==> src/rtl/calc_core.sv <==
`default_nettype none
// ============================================================================
//  Module   : calc_core
//  Purpose  : Two-operand decimal keypad calculator core. Collects up to two
//             BCD digits per operand, latches an operator, then runs a fixed
//             8-cycle calculation (sequential shift-add multiply, plus sum and
//             absolute difference) and presents registered binary results
//             with a one-hot result select for the BCD display stage.
//  Revision : 1.0  initial release
// ----------------------------------------------------------------------------
//  Ports
//    clk          in   1   clock, rising edge
//    rst          in   1   synchronous active-high reset
//    digit_valid  in   1   strobe: digit is a keypad digit
//    digit        in   4   BCD digit (10-15 ignored)
//    op_valid     in   1   strobe: op is an operator
//    op           in   2   00 add, 01 subtract, 10 multiply, 11 reserved
//    eq           in   1   strobe: start calculation
//    clr          in   1   strobe: clear everything
//    add_trig     out  14  A+B
//    sub_trig     out  14  |A-B|
//    mul_trig     out  14  A*B
//    sum_enable   out  1   result select: add
//    minus_enable out  1   result select: subtract
//    multiply     out  1   result select: multiply
//    neg          out  1   A<B (valid with minus_enable)
//    busy         out  1   calculation in progress
// ============================================================================
module calc_core (
  input  logic        clk,
  input  logic        rst,
  input  logic        digit_valid,
  input  logic [3:0]  digit,
  input  logic        op_valid,
  input  logic [1:0]  op,
  input  logic        eq,
  input  logic        clr,
  output logic [13:0] add_trig,
  output logic [13:0] sub_trig,
  output logic [13:0] mul_trig,
  output logic        sum_enable,
  output logic        minus_enable,
  output logic        multiply,
  output logic        neg,
  output logic        busy
);

  typedef enum logic [1:0] {
    ENTER_A = 2'd0,
    ENTER_B = 2'd1,
    CALC    = 2'd2,
    DONE    = 2'd3
  } state_t;

  localparam logic [1:0] OP_ADD = 2'b00;
  localparam logic [1:0] OP_SUB = 2'b01;
  localparam logic [1:0] OP_MUL = 2'b10;
  localparam logic [1:0] OP_RSV = 2'b11;
  localparam logic [2:0] LAST_STEP = 3'd7;

  state_t      state;
  logic [6:0]  a;
  logic [6:0]  b;
  logic [1:0]  cnt_a;
  logic [1:0]  cnt_b;
  logic [1:0]  op_q;
  logic [13:0] acc;
  logic [13:0] mcand;
  logic [6:0]  mplier;
  logic [2:0]  step;

  logic        digit_ok;
  logic        op_ok;
  logic [13:0] a_ext;
  logic [13:0] b_ext;

  assign digit_ok = digit_valid && (digit <= 4'd9);
  assign op_ok    = op_valid && (op != OP_RSV);
  assign a_ext    = {7'd0, a};
  assign b_ext    = {7'd0, b};

  always_ff @(posedge clk) begin
    if (rst || clr) begin
      state        <= ENTER_A;
      a            <= '0;
      b            <= '0;
      cnt_a        <= '0;
      cnt_b        <= '0;
      op_q         <= '0;
      acc          <= '0;
      mcand        <= '0;
      mplier       <= '0;
      step         <= '0;
      add_trig     <= '0;
      sub_trig     <= '0;
      mul_trig     <= '0;
      sum_enable   <= 1'b0;
      minus_enable <= 1'b0;
      multiply     <= 1'b0;
      neg          <= 1'b0;
      busy         <= 1'b0;
    end else begin
      case (state)
        ENTER_A: begin
          // eq is not applicable here, so op_valid is the top candidate.
          if (op_ok) begin
            op_q  <= op;
            b     <= '0;
            cnt_b <= '0;
            state <= ENTER_B;
          end else if (digit_ok && (cnt_a < 2'd2)) begin
            // At most one digit is held here, so a*10+digit stays <= 99.
            a     <= a * 7'd10 + {3'd0, digit};
            cnt_a <= cnt_a + 2'd1;
          end
        end
        ENTER_B: begin
          if (eq) begin
            acc    <= '0;
            mcand  <= a_ext;
            mplier <= b;
            step   <= '0;
            busy   <= 1'b1;
            state  <= CALC;
          end else if (op_ok) begin
            op_q <= op;
          end else if (digit_ok && (cnt_b < 2'd2)) begin
            b     <= b * 7'd10 + {3'd0, digit};
            cnt_b <= cnt_b + 2'd1;
          end
        end
        CALC: begin
          if (step == LAST_STEP) begin
            // Seven shift-add steps are complete; publish everything at once.
            add_trig     <= a_ext + b_ext;
            sub_trig     <= (a >= b) ? (a_ext - b_ext) : (b_ext - a_ext);
            neg          <= (a < b);
            mul_trig     <= acc;
            sum_enable   <= (op_q == OP_ADD);
            minus_enable <= (op_q == OP_SUB);
            multiply     <= (op_q == OP_MUL);
            busy         <= 1'b0;
            state        <= DONE;
          end else begin
            if (mplier[0]) begin
              acc <= acc + mcand;
            end
            mcand  <= mcand << 1;
            mplier <= mplier >> 1;
            step   <= step + 3'd1;
          end
        end
        DONE: begin
          // A fresh digit starts a new entry; results stay visible.
          if (digit_ok) begin
            sum_enable   <= 1'b0;
            minus_enable <= 1'b0;
            multiply     <= 1'b0;
            a            <= {3'd0, digit};
            cnt_a        <= 2'd1;
            state        <= ENTER_A;
          end
        end
        default: state <= ENTER_A;
      endcase
    end
  end

endmodule
`default_nettype wire
==> config.mk <==
export PLATFORM = sky130hd
export DESIGN_NAME = calc_core
export DESIGN_NICKNAME = d
export VERILOG_FILES = /design/src/rtl/calc_core.sv
export SDC_FILE = /design/constraint.sdc
export NUM_CORES = 1
export LEC_CHECK = 0
export BUFFER_PORTS_ARGS = -buffer_cell sky130_fd_sc_hd__clkbuf_2
export CELL_PAD_IN_SITES_DETAIL_PLACEMENT = 0
export CELL_PAD_IN_SITES_GLOBAL_PLACEMENT = 2
export CORE_MARGIN = 1.5
export CORE_UTILIZATION = 39
export DETAILED_ROUTE_END_ITERATION = 6
export HOLD_SLACK_MARGIN = 0.12
export PLACE_DENSITY_LB_ADDON = 0.15
export SLEW_MARGIN = 10
export SYNTH_ARGS = -nofsm -noshare
export SYNTH_HDL_FRONTEND = slang
export SYNTH_SLANG_ARGS = --single-unit
==> constraint.sdc <==
create_clock -name clk -period 5.4 [get_ports clk]
set_input_delay 1.08 -clock clk [delete_from_list [all_inputs] [get_ports clk]]
set_output_delay 1.08 -clock clk [all_outputs]
set_load 0.005 [all_outputs]
==> flow_summary.yaml <==
clocking:
  cts.path.max_buffers: 2
  cts-buffers-inserted: 9
  root_buffer: "clkbuf_16"
  clk_pin_slew_ns: 0.07
  hold_buffers: 0
  clk_latency_ns: 0.35
  htree_levels: 3
  postCtsResizedCells: 0
  post-cts-setup-buffers: 0
  cts_num_sinks: 94
  cts_tree: "built"
critical_path:
  crit_top_cell: "buf_4"
  critPathSlowestCell: "nor2_4"
  cp-end-kind: "flip-flop"
  critPathMaxFanout: 36
  cp_data_required_time_ns: 5.70
  worst-path-buf-inv: 3
  cpPeakStageDelay_ns: 0.59
  path_delay_family: "simple AND/OR/NAND/NOR gates"
  cp.arrival_ns: 3.36
  path_cells: "inv_1, ha_1, buf_4, o21ai_0, nor2_4, o21ai_1, buf_4, or4_1, mux2i_1, a31o_1"
  criticalPathCategory: "reg2reg"
  worstSetupStartpointType: "flip-flop"
  r2r_setup_slack_ns: 2.34
pwr:
  switchingPower_mw: 0.3779
  p_comb_share_pct: 7.1
  p_sw_share_pct: 23.99
  p_seq_share_pct: 44.8
  p_int_mw: 1.197
  power_density_mw_per_mm2: 249.4
  p_leak_nw: 2.467
  clkPwrFrac_pct: 48.1
  ir_drop_uv: 161.3
floorplanning:
  core_sq_mm: 0.01404
  num_rows: 43
  io-pin-count: 59
  die_x_microns: 123.8
  start_util_pct: 40.56
  die_h_microns: 123.8
  die_area_sq_mm: 0.01534
route:
  via_count: 4635
  antenna_left: 0
  wl_per_cell_microns: 14.88
  dr.pass1.iters: 4
  drt-vias-per-instance: 5.237
  wl_microns: 13170
  drc: 0
  dr.first_iter.drc_count: 285
job:
  cap_violations: 0
yosys:
  synth_area_leaders: "dfxtp_1, ha_1, a21oi_1"
  synthSimpleGateAreaFrac_pct: 16.50
  syn_inst: 676
  synthAdderAreaFrac_pct: 14.89
  yosysMostFrequentCell: "dfxtp_1"
  synth.distinct_cells: 56
  synth.area.mux_share_pct: 4.767
  ys_top_cells_by_count: "dfxtp_1, nand2_1, nor2_1"
  synth-seq-cells: 94
  synth_warnings: 0
  synth_top_area_cell: "dfxtp_1"
  netlist_area_sq_mm: 0.005695
  synth_top_flop_cell: "dfxtp_1"
  synth_top_family_by_area: "compound AO/OA/AOI/OAI gates"
  synth-seq-area-share_pct: 33.04
  synth-compound-area-share_pct: 18.85
  synth_edf_count: 0
  synthXorXnorAreaFrac_pct: 4.460
  syn_area_per_cell_sq_um: 8.425
  synth_top_area_share_pct: 33.04
  async_flop_share_pct: 0
hold_path:
  hold_class: "reg2reg"
timing:
  worst-slew-pin-transition_ns: 0.7634
  slew_headroom_pct: 49.10
  rsz0062_at_grt: "false"
  timing.final.crit_share_pct: 56.73
  holdWs_ns: 0.4534
  hold_violations: 0
  worst_slack_ns: 2.337
  skew_ns: 0.004710
  setup_viol: 0
  slew_violations: 0
  fin_setup_tns_ns: 0
  period_needed_ns: 3.063
  max_freq_mhz: 326.5
final_layout:
  fin_cells: 885
  drive_gt1_share_pct: 11.77
  seqCellArea_sq_mm: 0.001882
  antennaDiodeCount: 0
  stdcell_area_sq_mm: 0.006317
  synthToLayoutAreaGrowth_pct: 10.92
  fillCellCount: 1397
  multi_input_area_sq_mm: 0.003410
  fin_nets: 775
run_status:
  status: "completed"
placed_design:
  placed_cell_area_sq_mm: 0.005964
  io_buffers: 52
  place_inst: 869
  dp_slack_ns: 2.073
  hpwl_microns: 9542
  place_congestion: 0.8715
global_routing:
  overflow: 0
  grt_max_degree: 69
  grt_pass1_wl_microns: 21580
  grt_pass1_vias: 4353
  track_usage_pct: 18.04
  antenna_found_initial: 0
power by group through the flow:
stage / sequential (mW) / combinational [mW] / clock (mW)
4_1_cts: 0.705 / 0.113 / 0.773
3_3_place_gp: 0.721 / 0.110 / 0
6_report: 0.705 / 0.112 / 0.758
5_1_grt: 0.706 / 0.127 / 0.803
2_1_floorplan: 0.719 / 0.0905 / 0
3_5_place_dp: 0.722 / 0.112 / 0
path summary, 6_finish.rpt:
path | start | to | cells after the start
setup / recovery | state[0] | acc[11] | 10
hold / removal | mul_trig[11] | mul_trig[11] | 2
setup reg to reg | state[0] | acc[11] | 10
hold reg to reg | mul_trig[11] | mul_trig[11] | 2
flip-flops by register name (all words and copies together) (netlist names), 3 cells and up:
signal    flops
a             7
mul_trig     14
step          3
acc          14
b             7
mplier        7
add_trig      7
sub_trig      8
mcand        14
area by class of cell:
type                       count  share of cell area (%)
clock buffer                   9                   3.565
clock inverter                 7                   2.020
inverter                      40                   2.377
multi-input combinational    498                   53.97
sequential                    94                   29.79
tap                          180                   3.565
timing repair buffer          57                   4.714
metrics by stage:
stage / power [mW] / util (%)
floorplan: 0.8097 / -
global placement: 0.8319 / 42.48
detailed placement: 0.8340 / 42.48
CTS: 1.591 / 44.99
global route: 1.636 / 44.99
finish: 1.575 / 44.99
cell families (layout without fill, tap and decap cells):
family | count (synthesis) | count (layout)
mux | 27 | 27
buf+inv | 89 | 113
other cells | 1 | 6
compound gates | 168 | 168
flops | 94 | 94
xor+xnor | 29 | 29
fa+ha+maj | 63 | 63
simple gates | 205 | 205
worst register-to-register path, stage by stage, from the launching register on:
cell     delay, ns
dfxtp_1       0.33
inv_1         0.12
ha_1          0.18
buf_4         0.41
o21ai_0       0.27
nor2_4        0.59
o21ai_1       0.15
buf_4         0.25
or4_1         0.43
mux2i_1       0.17
a31o_1        0.12
per-layer routing:
layer / wire [microns] / global-route usage (%) / vias to the layer above
li1: - / - / 2384
met1: 6689 / 24.98 / 2141
met2: 5708 / 28.25 / 100
met3: 626 / 3.617 / 10
met4: 142 / 5.603 / 0
met5: 0 / 0 / -
cells in the final DEF, fill, tap and decap left out, types with 3 or more instances in the layout:
| master | count |
|---|---|
| clkbuf_2 | 52 |
| mux2i_1 | 26 |
| conb_1 | 6 |
| nor2_1 | 65 |
| o21ai_0 | 21 |
| a21o_1 | 6 |
| nor4_1 | 3 |
| clkbuf_16 | 9 |
| nor2b_1 | 7 |
| o21bai_1 | 9 |
| a21boi_0 | 3 |
| nand4_1 | 5 |
| bufinv_16 | 3 |
| o21a_1 | 5 |
| nor3b_1 | 3 |
| inv_1 | 40 |
| a22oi_1 | 15 |
| ha_1 | 55 |
| a21oi_1 | 63 |
| fa_1 | 8 |
| nand2b_1 | 6 |
| nand3_1 | 21 |
| dfxtp_1 | 94 |
| a31oi_1 | 4 |
| and2_1 | 4 |
| nand2_1 | 73 |
| buf_4 | 5 |
| nor3_1 | 7 |
| nand4b_1 | 3 |
| xor2_1 | 6 |
| a211oi_1 | 23 |
| a221oi_1 | 3 |
| xnor2_1 | 23 |
Power figures use the tool's default switching activity.
